**src/rtl/centroid_uart_tx.sv**
```systemverilog
// Transmit end of the inter-FPGA centroid link: frames a (z, y) sample into a
// 5-byte packet (sync, z hi, z lo, y, xor check) and shifts it out as 8N1 UART.
module centroid_uart_tx #(
  parameter int          Z_WIDTH      = 9,
  parameter int          Y_WIDTH      = 8,
  parameter int          BAUD_DIVISOR = 868,
  parameter logic [7:0]  SYNC_BYTE    = 8'hA5
) (
  input  logic               clk_in,
  input  logic               rst_in,
  input  logic [Z_WIDTH-1:0] z_in,
  input  logic [Y_WIDTH-1:0] y_in,
  input  logic               valid_in,
  output logic               tx_out,
  output logic               busy_out,
  output logic               packet_done_out,
  output logic               overwrite_out
);

  localparam int CW = (BAUD_DIVISOR > 2) ? $clog2(BAUD_DIVISOR) : 1;
  localparam logic [CW-1:0] BAUD_LAST = CW'(BAUD_DIVISOR - 1);

  typedef enum logic [1:0] {IDLE, START, DATA, STOP} state_t;

  state_t             state, state_next;
  logic [CW-1:0]      baud_cnt;
  logic [2:0]         bit_idx;
  logic [2:0]         byte_idx;
  logic [Z_WIDTH-1:0] z_hold;
  logic [Y_WIDTH-1:0] y_hold;
  logic               pending;
  logic [7:0]         pkt [0:4];
  logic               done_q;
  logic               overwrite_q;

  logic               baud_last;
  logic               load;
  logic               last_stop;
  logic [15:0]        z_ext;
  logic [7:0]         y_ext;
  logic [7:0]         cur_byte;

  assign baud_last = (baud_cnt == BAUD_LAST);
  assign load      = (state == IDLE) && pending;
  assign last_stop = (state == STOP) && baud_last && (byte_idx == 3'd4);

  always_comb begin
    z_ext = '0;
    y_ext = '0;
    z_ext[Z_WIDTH-1:0] = z_hold;
    y_ext[Y_WIDTH-1:0] = y_hold;
  end

  always_comb begin
    cur_byte = 8'hFF;
    case (byte_idx)
      3'd0:    cur_byte = pkt[0];
      3'd1:    cur_byte = pkt[1];
      3'd2:    cur_byte = pkt[2];
      3'd3:    cur_byte = pkt[3];
      3'd4:    cur_byte = pkt[4];
      default: cur_byte = 8'hFF;
    endcase
  end

  always_comb begin
    state_next = state;
    case (state)
      IDLE:  if (pending) state_next = START;
      START: if (baud_last) state_next = DATA;
      DATA:  if (baud_last && bit_idx == 3'd7) state_next = STOP;
      STOP:  if (baud_last) state_next = (byte_idx == 3'd4) ? IDLE : START;
      default: state_next = IDLE;
    endcase
  end

  always_comb begin
    tx_out = 1'b1;
    case (state)
      START:   tx_out = 1'b0;
      DATA:    tx_out = cur_byte[bit_idx];
      default: tx_out = 1'b1;
    endcase
  end

  assign busy_out        = (state != IDLE);
  assign packet_done_out = done_q;
  assign overwrite_out   = overwrite_q;

  always_ff @(posedge clk_in) begin
    if (!rst_in) begin
      state       <= IDLE;
      baud_cnt    <= '0;
      bit_idx     <= '0;
      byte_idx    <= '0;
      z_hold      <= '0;
      y_hold      <= '0;
      pending     <= 1'b0;
      done_q      <= 1'b0;
      overwrite_q <= 1'b0;
      for (int i = 0; i < 5; i++) pkt[i] <= '0;
    end else begin
      state       <= state_next;
      done_q      <= last_stop;
      // A strobe coinciding with a load is a fresh sample, not a replacement.
      overwrite_q <= valid_in && pending && !load;

      if (valid_in) begin
        z_hold  <= z_in;
        y_hold  <= y_in;
        pending <= 1'b1;
      end else if (load) begin
        pending <= 1'b0;
      end

      if (load) begin
        pkt[0]   <= SYNC_BYTE;
        pkt[1]   <= z_ext[15:8];
        pkt[2]   <= z_ext[7:0];
        pkt[3]   <= y_ext;
        pkt[4]   <= z_ext[15:8] ^ z_ext[7:0] ^ y_ext;
        baud_cnt <= '0;
        bit_idx  <= '0;
        byte_idx <= '0;
      end else if (state != IDLE) begin
        baud_cnt <= baud_last ? '0 : baud_cnt + CW'(1);
        if (baud_last && state == DATA) bit_idx <= bit_idx + 3'd1;
        if (baud_last && state == STOP) byte_idx <= byte_idx + 3'd1;
      end
    end
  end

endmodule
```
**config.mk**
```make
export PLATFORM = sky130hd
export DESIGN_NAME = centroid_uart_tx
export DESIGN_NICKNAME = d
export VERILOG_FILES = /design/src/rtl/centroid_uart_tx.sv
export SDC_FILE = /design/constraint.sdc
export NUM_CORES = 1
export LEC_CHECK = 0
export ABC_CLOCK_PERIOD_IN_PS = 3300
export CAP_MARGIN = 5
export CORE_MARGIN = 3
export CORE_UTILIZATION = 55
export DETAILED_ROUTE_END_ITERATION = 7
export GPL_TIMING_DRIVEN = 1
export PLACE_DENSITY_LB_ADDON = 0.15
export SETUP_SLACK_MARGIN = 0.02
export SLEW_MARGIN = 20
export SYNTH_ARGS = -nofsm -noshare
export SYNTH_HDL_FRONTEND = slang
export SYNTH_SLANG_ARGS = --single-unit
```
**constraint.sdc**
```tcl
create_clock -name clk_in -period 3.3 [get_ports clk_in]
set_input_delay 0.33 -clock clk_in [delete_from_list [all_inputs] [get_ports clk_in]]
set_output_delay 0.33 -clock clk_in [all_outputs]
set_load 0.01 [all_outputs]
```
==> reports/metrics.yaml, run 1 <==
logic_synthesis:
  netlist_area_mm2: 0.00298
  syn_nets: 314
  ys_ff_latch: 64
  yosys_most_used_dff: "dfxtp_1"
  async_flop_share_pct: 0
  yosysWarnings: 0
  synthDistinctLibCells: 45
  synthCells: 281
  syn_avg_cell_area_um2: 10.6
  ys_seq_area_share_pct: 51.7
  synth_edf_count: 26
route:
  drt_first_iter_violations: 91
  via_count: 1961
  drc_errors: 0
  vias_per_cell: 5.16
  ant_nets: 0
  first_pass_iters: 4
  drt-total-wl_mm: 5.27
  wl_per_cell_um: 13.9
power:
  p_total_mw: 1.91
  netSwitchingFraction_pct: 26.7
  power_frac_seq_pct: 50.7
  p_leak_nw: 1.33
  cellPowerDensity_mw_per_mm2: 558
  p_switching_uw: 509
  power.internal_mw: 1.40
  power_frac_clock_pct: 30.2
  combPwrFrac_pct: 19.1
  ir_drop_v: 0.000363
timing:
  fmax_mhz: 320
  setup_violations: 0
  timing.hold.ws_ns: 0.522
  drv_slew: 0
  tightestPinTransition_ns: 1.04
  hold_violations: 0
  maxSlewHeadroom_pct: 30.8
  period_needed_ns: 3.13
  fin_skew_ns: 0.0108
  grt_setup_unrepaired: "false"
  tns_ns: 0
  period_share_pct: 94.8
  finalWorstSetupSlack_ns: 0.170
global_routing:
  grt_max_degree: 34
  grt_pass1_vias: 1947
  track_usage_pct: 19.1
  grt_first_pass_wirelength_mm: 9.06
  grt.overflow.total: 0
  grt_antenna_before_repair: 0
cts:
  root_buffer: "clkbuf_8"
  tritoncts: "built"
  clk_pin_slew_worst_paths_ns: 0.07
  clk_latency_ns: 0.33
  numCtsBuffers: 9
  cts_buffer_depth: 2
  cts_sinks: 64
  cts_max_level: 3
  postCtsSetupBuffers: 0
setup_path:
  max_stage_delay_ns: 0.57
  cp-end-kind: "output port"
  crit_type: "reg2out"
  worstPathRequired_ns: 2.97
  cp.arrival_ns: 2.80
  slowest_stage: "clkdlybuf4s50_1"
  cp-start-kind: "flip-flop"
  critPathMaxFanout: 11
  path_cells: "inv_1, ha_1, nand3_1, a32oi_1, o221ai_1, a211o_1, a221oi_2, clkdlybuf4s50_1"
finish:
  fillers: 412
  nets: 338
  post-route-util_pct: 66.2
  layout-drive-gt1-share_pct: 6.77
  stdcell_area_mm2: 0.00342
  instances_no_fill: 380
  num_antenna_cells: 0
  area_growth_pct: 14.8
floorplanning:
  start_util_pct: 57.7
  io_pins: 24
  core_mm2: 0.00517
  fp.dieW_um: 79.7
  die_area_mm2: 0.00635
  placementRows: 26
  die_h_um: 79.7
placed_design:
  pre_cts_slack_ns: 0.488
  gp_congestion: 0.818
  place_inst: 364
  io_buffer_count: 23
  place_area_mm2: 0.00325
  place_hpwl_mm: 3.90
run_status:
  status: "complete, no violations"
run:
  maxCapViolations: 0
min_path:
  hp-class: "reg2reg"
==> worst paths after layout <==
path | from | endpoint | slack, ns | cells past startpoint
worst max-delay path | byte_idx[0] | tx_out | 0.17 | 8
worst min-delay path | byte_idx[1] | byte_idx[1] | 0.52 | 2
worst max register to register | state[0] | pkt[0][23] | 1.21 | 5
worst min register to register | byte_idx[1] | byte_idx[1] | 0.52 | 2
==> layout by cell type (no fill, tap or decap), drive strengths merged, types with 2 or more instances in the layout <==
cell type | netlist | final
mux2i | 19 | 19
xor2 | 8 | 8
xnor2 | 12 | 12
a22o | 2 | 2
nand3 | 14 | 14
nand3b | 2 | 2
and4 | 2 | 2
nor2 | 40 | 40
and3 | 4 | 4
a21oi | 10 | 10
clkbuf | 2 | 16
nand2b | 2 | 2
a211oi | 4 | 4
dfxtp | 38 | 38
clkdlybuf4s50 | 0 | 23
inv | 11 | 11
and2 | 20 | 20
ha | 13 | 13
nor2b | 2 | 2
a221oi | 4 | 4
nand2 | 18 | 18
edfxtp | 26 | 26
a311oi | 2 | 2
==> worst max-delay path, delay by kind of cell, from the launching register on <==
| family | cells | cell delay, ns |
|---|---|---|
| buffers and inverters | 2 | 0.68 |
| DFF | 1 | 0.33 |
| and+or+nand+nor | 1 | 0.16 |
| AOI/OAI and AO/OA | 4 | 0.94 |
| adders and majority gates | 1 | 0.37 |
==> what timing repair did <==
action	4_1_cts	5_1_grt
setup endpoints to repair	0	1
hold buffers	0	0
resized for setup	0	1
==> state kept, by name (all words and copies together) (netlist names) <==
name             flops
overwrite_out        1
bit_idx              3
y_ext                8
pending              1
packet_done_out      1
byte_idx             3
pkt                 26
baud_cnt            10
state                2
z_hold               9
==> power groups by stage <==
stage	registers, mW	logic (mW)	clock network, mW
6_report	0.968	0.364	0.578
3_5_place_dp	0.986	0.363	0
2_1_floorplan	0.967	0.259	0
3_3_place_gp	0.985	0.356	0
5_1_grt	0.979	0.405	0.627
4_1_cts	0.969	0.365	0.594
==> Yosys cell counts (2+ instances only) <==
cell,instances,share of area (%)
nor2_1,40,5.0
dfxtp_1,38,25
edfxtp_1,26,26
and2_1,19,4.0
mux2i_1,19,6.4
nand2_1,18,2.3
ha_1,13,5.5
nand3_1,13,2.2
xnor2_1,12,3.5
inv_1,11,1.4
a21oi_1,10,1.7
xor2_1,8,2.3
buf_2,7,1.2
and3_1,4,0.84
a211oi_1,3,0.75
a221oi_1,3,0.88
a22o_1,2,0.59
a311oi_1,2,0.59
and4_1,2,0.59
buf_4,2,0.50
clkbuf_1,2,0.25
nand2b_1,2,0.42
nand3b_1,2,0.50
nor2b_1,2,0.42
==> cell type report <==
cell class / instances / area (µm²) / share of cell area [%]
repair buffers: 24 / 238 / 6.94
flip-flops and latches: 64 / 1540 / 45.0
well taps: 70 / 87.6 / 2.56
clock buffers: 16 / 170 / 4.97
multi-input cells: 195 / 1350 / 39.3
inverters: 11 / 41.3 / 1.21
==> kinds of logic (layout without fill, tap and decap cells) <==
family	after synthesis	after routing	share of synthesized area [%]
buffers and inverters	22	51	3.31
and+or+nand+nor	113	113	19.7
DFF	64	64	51.7
AOI/OAI and AO/OA	30	30	7.63
adders and majority gates	13	13	5.45
xor gates and xnor gates	20	20	5.87
muxes	19	19	6.37
==> metal layers <==
layer  global-route usage, %  vias up  part of all wire [%]
li1                        -     1025                     -
met4                    7.90        0                   1.1
met1                    26.7      896                    51
met5                       0        -                     0
met3                    5.19        4                   4.5
met2                    28.0       36                    44
(Power assumes the default switching activity.)
==> run 2, diff against run 1 <==
--- a/config.mk
+++ b/config.mk
@@ -9,10 +9,12 @@
 export CAP_MARGIN = 5
 export CORE_MARGIN = 3
 export CORE_UTILIZATION = 55
+export CTS_CLUSTER_DIAMETER = 200
 export DETAILED_ROUTE_END_ITERATION = 7
 export GPL_TIMING_DRIVEN = 1
 export PLACE_DENSITY_LB_ADDON = 0.15
 export SETUP_SLACK_MARGIN = 0.02
+export SKIP_LAST_GASP = 1
 export SLEW_MARGIN = 20
 export SYNTH_ARGS = -nofsm -noshare
 export SYNTH_HDL_FRONTEND = slang
==> results of run 2 <==
No change in the layout: final DEF, timing and power equal those of run 1.
